### src/rtl/mem_access_pkg.sv
// Shared encodings for the load/store/jump memory access unit.
package mem_access_pkg;

  typedef enum logic [1:0] {
    OP_NOP = 2'b00,
    OP_LD  = 2'b01,
    OP_ST  = 2'b10,
    OP_JM  = 2'b11
  } op_e;

  typedef enum logic [1:0] {
    S_IDLE   = 2'b00,
    S_ACCESS = 2'b01,
    S_RESP   = 2'b10
  } state_e;

  typedef struct packed {
    logic        wb;
    logic        jump;
    logic        err;
    logic [5:0]  rd;
    logic [31:0] data;
  } rsp_t;

endpackage

### src/rtl/mem_access_unit.sv
// Single-outstanding memory access unit: accepts LD/ST/JM from the pipeline,
// strobes the data memory for WAIT_CYCLES+1 cycles and holds a response until taken.
module mem_access_unit
  import mem_access_pkg::*;
#(
  parameter int DEPTH       = 64,
  parameter int WAIT_CYCLES = 0
) (
  input  logic        clk,
  input  logic        rst,
  input  logic        req_valid,
  output logic        req_ready,
  input  logic [1:0]  req_op,
  input  logic [31:0] req_addr,
  input  logic [31:0] req_wdata,
  input  logic [5:0]  req_rd,
  output logic        mem_read,
  output logic        mem_wrt,
  output logic [31:0] mem_addr,
  output logic [31:0] mem_wdata,
  input  logic [31:0] mem_rdata,
  output logic        rsp_valid,
  input  logic        rsp_ready,
  output logic        rsp_wb,
  output logic [5:0]  rsp_rd,
  output logic [31:0] rsp_data,
  output logic        rsp_jump,
  output logic        rsp_err,
  output logic        stall
);

  localparam int CW = (WAIT_CYCLES > 0) ? $clog2(WAIT_CYCLES + 1) : 1;

  state_e        state, state_next;
  op_e           op_q;
  logic [31:0]   addr_q, wdata_q;
  logic [5:0]    rd_q;
  logic [CW-1:0] cnt;
  rsp_t          rsp_q;

  op_e  req_op_e;
  logic accept, in_range, last_access;

  assign req_op_e    = op_e'(req_op);
  assign accept      = (state == S_IDLE) && req_valid;
  assign in_range    = req_addr < 32'(DEPTH);
  assign last_access = (state == S_ACCESS) && (cnt == '0);

  // NOTE: sequential state uses non-blocking (<=) so every register samples pre-edge values.
  always_ff @(posedge clk) begin
    if (rst) state <= S_IDLE;
    else     state <= state_next;
  end

  // NOTE: state_next gets a default before the case so no path can infer a latch.
  always_comb begin
    state_next = state;
    unique case (state)
      S_IDLE:   if (req_valid && req_op_e != OP_NOP)
                  state_next = in_range ? S_ACCESS : S_RESP;
      S_ACCESS: if (cnt == '0) state_next = S_RESP;
      S_RESP:   if (rsp_ready) state_next = S_IDLE;
      default:  state_next = S_IDLE;
    endcase
  end

  // Request capture, wait counter and response register.
  always_ff @(posedge clk) begin
    if (rst) begin
      op_q    <= OP_NOP;
      addr_q  <= '0;
      wdata_q <= '0;
      rd_q    <= '0;
      cnt     <= '0;
      rsp_q   <= '0;
    end else if (accept) begin
      op_q    <= req_op_e;
      addr_q  <= req_addr;
      wdata_q <= req_wdata;
      rd_q    <= req_rd;
      cnt     <= CW'(WAIT_CYCLES);
      // Out-of-range requests skip the memory entirely and report an error.
      if (!in_range && req_op_e != OP_NOP)
        rsp_q <= '{wb: 1'b0, jump: 1'b0, err: 1'b1, rd: req_rd, data: 32'd0};
    end else if (state == S_ACCESS) begin
      if (!last_access) begin
        cnt <= cnt - CW'(1);
      end else begin
        unique case (op_q)
          OP_LD:   rsp_q <= '{wb: 1'b1, jump: 1'b0, err: 1'b0, rd: rd_q, data: mem_rdata};
          OP_JM:   rsp_q <= '{wb: 1'b0, jump: 1'b1, err: 1'b0, rd: rd_q, data: mem_rdata};
          default: rsp_q <= '{wb: 1'b0, jump: 1'b0, err: 1'b0, rd: rd_q, data: 32'd0};
        endcase
      end
    end
  end

  always_comb begin
    req_ready = (state == S_IDLE);
    stall     = (state != S_IDLE);
    mem_read  = (state == S_ACCESS) && (op_q == OP_LD || op_q == OP_JM);
    mem_wrt   = (state == S_ACCESS) && (op_q == OP_ST);
    mem_addr  = addr_q;
    mem_wdata = wdata_q;
    rsp_valid = (state == S_RESP);
    rsp_wb    = rsp_q.wb;
    rsp_rd    = rsp_q.rd;
    rsp_data  = rsp_q.data;
    rsp_jump  = rsp_q.jump;
    rsp_err   = rsp_q.err;
  end

endmodule

### config.mk
export PLATFORM = sky130hd
export DESIGN_NAME = mem_access_unit
export DESIGN_NICKNAME = d
export VERILOG_FILES = /design/src/rtl/mem_access_pkg.sv /design/src/rtl/mem_access_unit.sv
export SDC_FILE = /design/constraint.sdc
export NUM_CORES = 1
export LEC_CHECK = 0
export CAP_MARGIN = 20
export CORE_UTILIZATION = 43
export CTS_CLUSTER_DIAMETER = 30
export CTS_CLUSTER_SIZE = 28
export DETAILED_ROUTE_END_ITERATION = 7
export PLACE_DENSITY = 0.83
export SYNTH_ARGS = -nofsm -noshare
export SYNTH_HDL_FRONTEND = slang
export SYNTH_SLANG_ARGS = --single-unit
export TNS_END_PERCENT = 30
### constraint.sdc
create_clock -name clk -period 3.19 [get_ports clk]
set_input_delay 0.957 -clock clk [delete_from_list [all_inputs] [get_ports clk]]
set_output_delay 0.957 -clock clk [all_outputs]
set_load 0.01 [all_outputs]
==> impl_results.md <==
* Max Cap Violations at 0
* Max IR drop VDD at 0.340 mV
* Startpoint class of the critical path: flip-flop
* Comb pwr share at 13.0%
* First drt pass iteration count at 4
* Layout area overhead at 64.2%
* Detail Placement HPWL at 8760 um
* Unrepaired setup endpoints after global routing: no
* Post-route clock period utilization at 89.3%
* Clock latency at the later pin of the worst-skew pair at 0.51 ns
* P_int at 0.00304 W
* Worst Max-Slew Pin Slew at 0.651 ns
* Synth area leaders: dfxtp_1 (52%), nand2_1 (15%), a21oi_1 (8.5%), mux2i_1 (7.7%), nand2b_1 (5.1%)
* R2R depth at 5
* Sink Count at 116
* Ys Warns at 0
* Sw frac at 23.1%
* Worst setup EP type: output port
* Fillcell total at 752
* Initial antenna violation count at 0
* Post-synth cell types at 31
* Final setup fails at 0
* Reg-to-Reg Start: state[0]
* ANT cells at 0
* Final Max Tran Viols at 0
* Final wirelength at 12,600 um
* H-tree Lvls at 4
* Residual overflow from global routing at 0
* DR WL/cell at 14.4 um
* Fin. Hold Viols at 0
* Clock Power Share at 47.8%
* Placed Instances at 838
* Part of the power in registers at 39.2%
* CTS tree: yes
* Site row count at 36
* Crit Path Max Fanout at 9
* First-pass GRT wire length at 20,600 um
* Root Buffer: clkbuf_8
* Most frequent cell after synthesis: nand2_1
* Die Y at 104 um
* Crit Path Category: reg -> out
* Net count of the mapped netlist at 625
* Final std cells w/o fill at 870
* Routability cong. at 0.822
* Syn Area/Cell at 8.59 um2
* Via count at 4,238
* Slew headroom at 56.6%
* CP Capture Point: mem_wrt
* Area share of the largest cell type after synthesis at 52.3%
* Worst-path clk slew at 0.06 ns
* Initial Util at 44.8%
* Die Area at 0.0107 mm2
* Primary FF master, synth: dfxtp_1
* Number of synthesized flops with an enable pin at 0
* HP Class: reg -> reg
* Setup Skew at 0.00431 ns
* Vias in the first global route at 4,248
* PortBufs at 217
* Post-CTS sizing at 0
* Reg-to-Reg End: rsp_data[26]
* Clock buffer depth at 2
* #FFs+latches synth at 116
* Final net count at 832
* Leak at 2.70 nW
* Critical Path RT at 2.23 ns
* DRC Markers at 0
* CORE AREA at 0.00991 mm2
* Post-synth top area cell: dfxtp_1
* Psw at 0.000912 W
* Top post-synthesis cells by count: nand2_1 (178), dfxtp_1 (116), a21oi_1 (75)
* CTS hold repair buffers at 0
* Crit path launch: state[0]
* Total negative slack at 0 ns
* Post-Syn Area at 0.00444 mm2
* DR iter-0 viols at 189
* Share of layout cells above drive strength 1 at 7.19%
* GRT Util Overall at 24.4%
* Chip width at 104 um
* CP arrival at 1.89 ns
* Register area share after synthesis at 52.3%
* Num CTS Buffers at 17
* Placed Area at 0.00669 mm2
* Outcome: complete, no violations
* Final ANT Viol Nets at 0
* Maximum clock frequency at 0.351 GHz
* Post-CTS setup buffer count at 0
* Final min period at 2.85 ns
* Async SR Flop Fraction at 0%
* Ports at 218
* Vias per cell at 4.87
* R2r setup slk at 1.31 ns
* Post-route cell area at 0.00729 mm2
* Post-Syn Instances at 517
* Largest net degree at the start of global routing at 72
* Power per cell area at 542 mW/mm2
[power groups by stage]
stage | registers, W | clock network (W) | logic, W
after CTS | 0.00155 | 0.00191 | 0.000517
after global placement | 0.00158 | 0 | 0.000506
final | 0.00155 | 0.00189 | 0.000514
after detailed placement | 0.00158 | 0 | 0.000513
after global routing | 0.00156 | 0.00199 | 0.000556
after floorplan | 0.00161 | 0 | 0.000187
[per-stage QoR]
stage	worst slack [ns]	hold WS, ns	util, %	total power, W
CTS	0.308	0.453	73.6	0.00398
global placement	0.317	0.441	67.5	0.00208
floorplan	0.909	0.437	-	0.00179
global route	0.232	0.470	73.6	0.00410
detailed placement	0.232	0.446	67.5	0.00209
finish	0.340	0.452	73.6	0.00395
[layout by cell type, fill, tap and decap left out, drive strengths merged]
cell type      netlist  layout
or3b                 1       1
or2                  2       2
nor2b                7       7
clkdlybuf4s50        0     216
nor2                 1       1
nand4                1       1
nand3                1       1
nor3b                3       3
mux2                 6       6
nand2b              36      36
clkinvlp             0       5
or3                  1       1
a21oi               76      76
buf                 15       8
nor4bb               1       1
clkinv               0       4
and4b                1       1
nor4                 6       6
nand3b               1       1
mux2i               34      34
bufinv               0       3
nand2              178     178
and4                 1       1
o21bai               2       2
and3b                2       2
a21o                 1       1
clkbuf              21      20
a211oi               1       1
dfxtp              116     116
inv                  2       2
[critical path: stages, from the launching register on]
cell and delay [ns]:
dfxtp_1 0.47, nor4bb_1 0.31, clkdlybuf4s50_1 0.62
[cell families (layout without fill, tap and decap cells)]
group | after synthesis | in the layout | synth area share, %
simple gates | 243 | 243 | 24.9
buf+inv | 38 | 258 | 4.09
flops | 116 | 116 | 52.3
compound gates | 80 | 80 | 9.50
mux | 40 | 40 | 9.19
[area by class of cell]
type                            count  area (um2)  area share (%)
Sequential cell                   116        2320            31.8
Clock buffer                       20         445            6.11
Inverter                            2        7.51           0.103
Tap cell                          133         166            2.28
Multi-Input combinational cell    363        1950            26.7
Timing Repair Buffer              224        2250            30.8
Clock inverter                     12         155            2.13
[worst min path at each step]
stage,cells past startpoint,start,endpoint
6_report,2,mem_wdata[17],mem_wdata[17]
5_1_grt,2,mem_addr[23],mem_addr[23]
4_1_cts,2,mem_addr[16],mem_addr[16]
3_5_place_dp,2,mem_addr[16],mem_addr[16]
3_3_place_gp,2,mem_wdata[28],mem_wdata[28]
2_1_floorplan,2,rd_q[0],rd_q[0]
[per-layer routing]
metal / GRT usage (%) / share of wire [%]
met5: 0 / 0
met4: 12.9 / 2.4
met3: 9.31 / 8.7
met2: 41.6 / 49
met1: 26.0 / 40
[registers in the layout, indices dropped and copies added, names as in the netlist]
| register | flops |
|---|---|
| cnt | 1 |
| rsp_rd | 6 |
| state | 2 |
| mem_addr | 32 |
| rd_q | 6 |
| mem_wdata | 32 |
| rsp_wb | 1 |
| op_q | 2 |
| rsp_err | 1 |
| rsp_jump | 1 |
| rsp_data | 32 |
No activity file was read; power rests on OpenSTA's default activity.
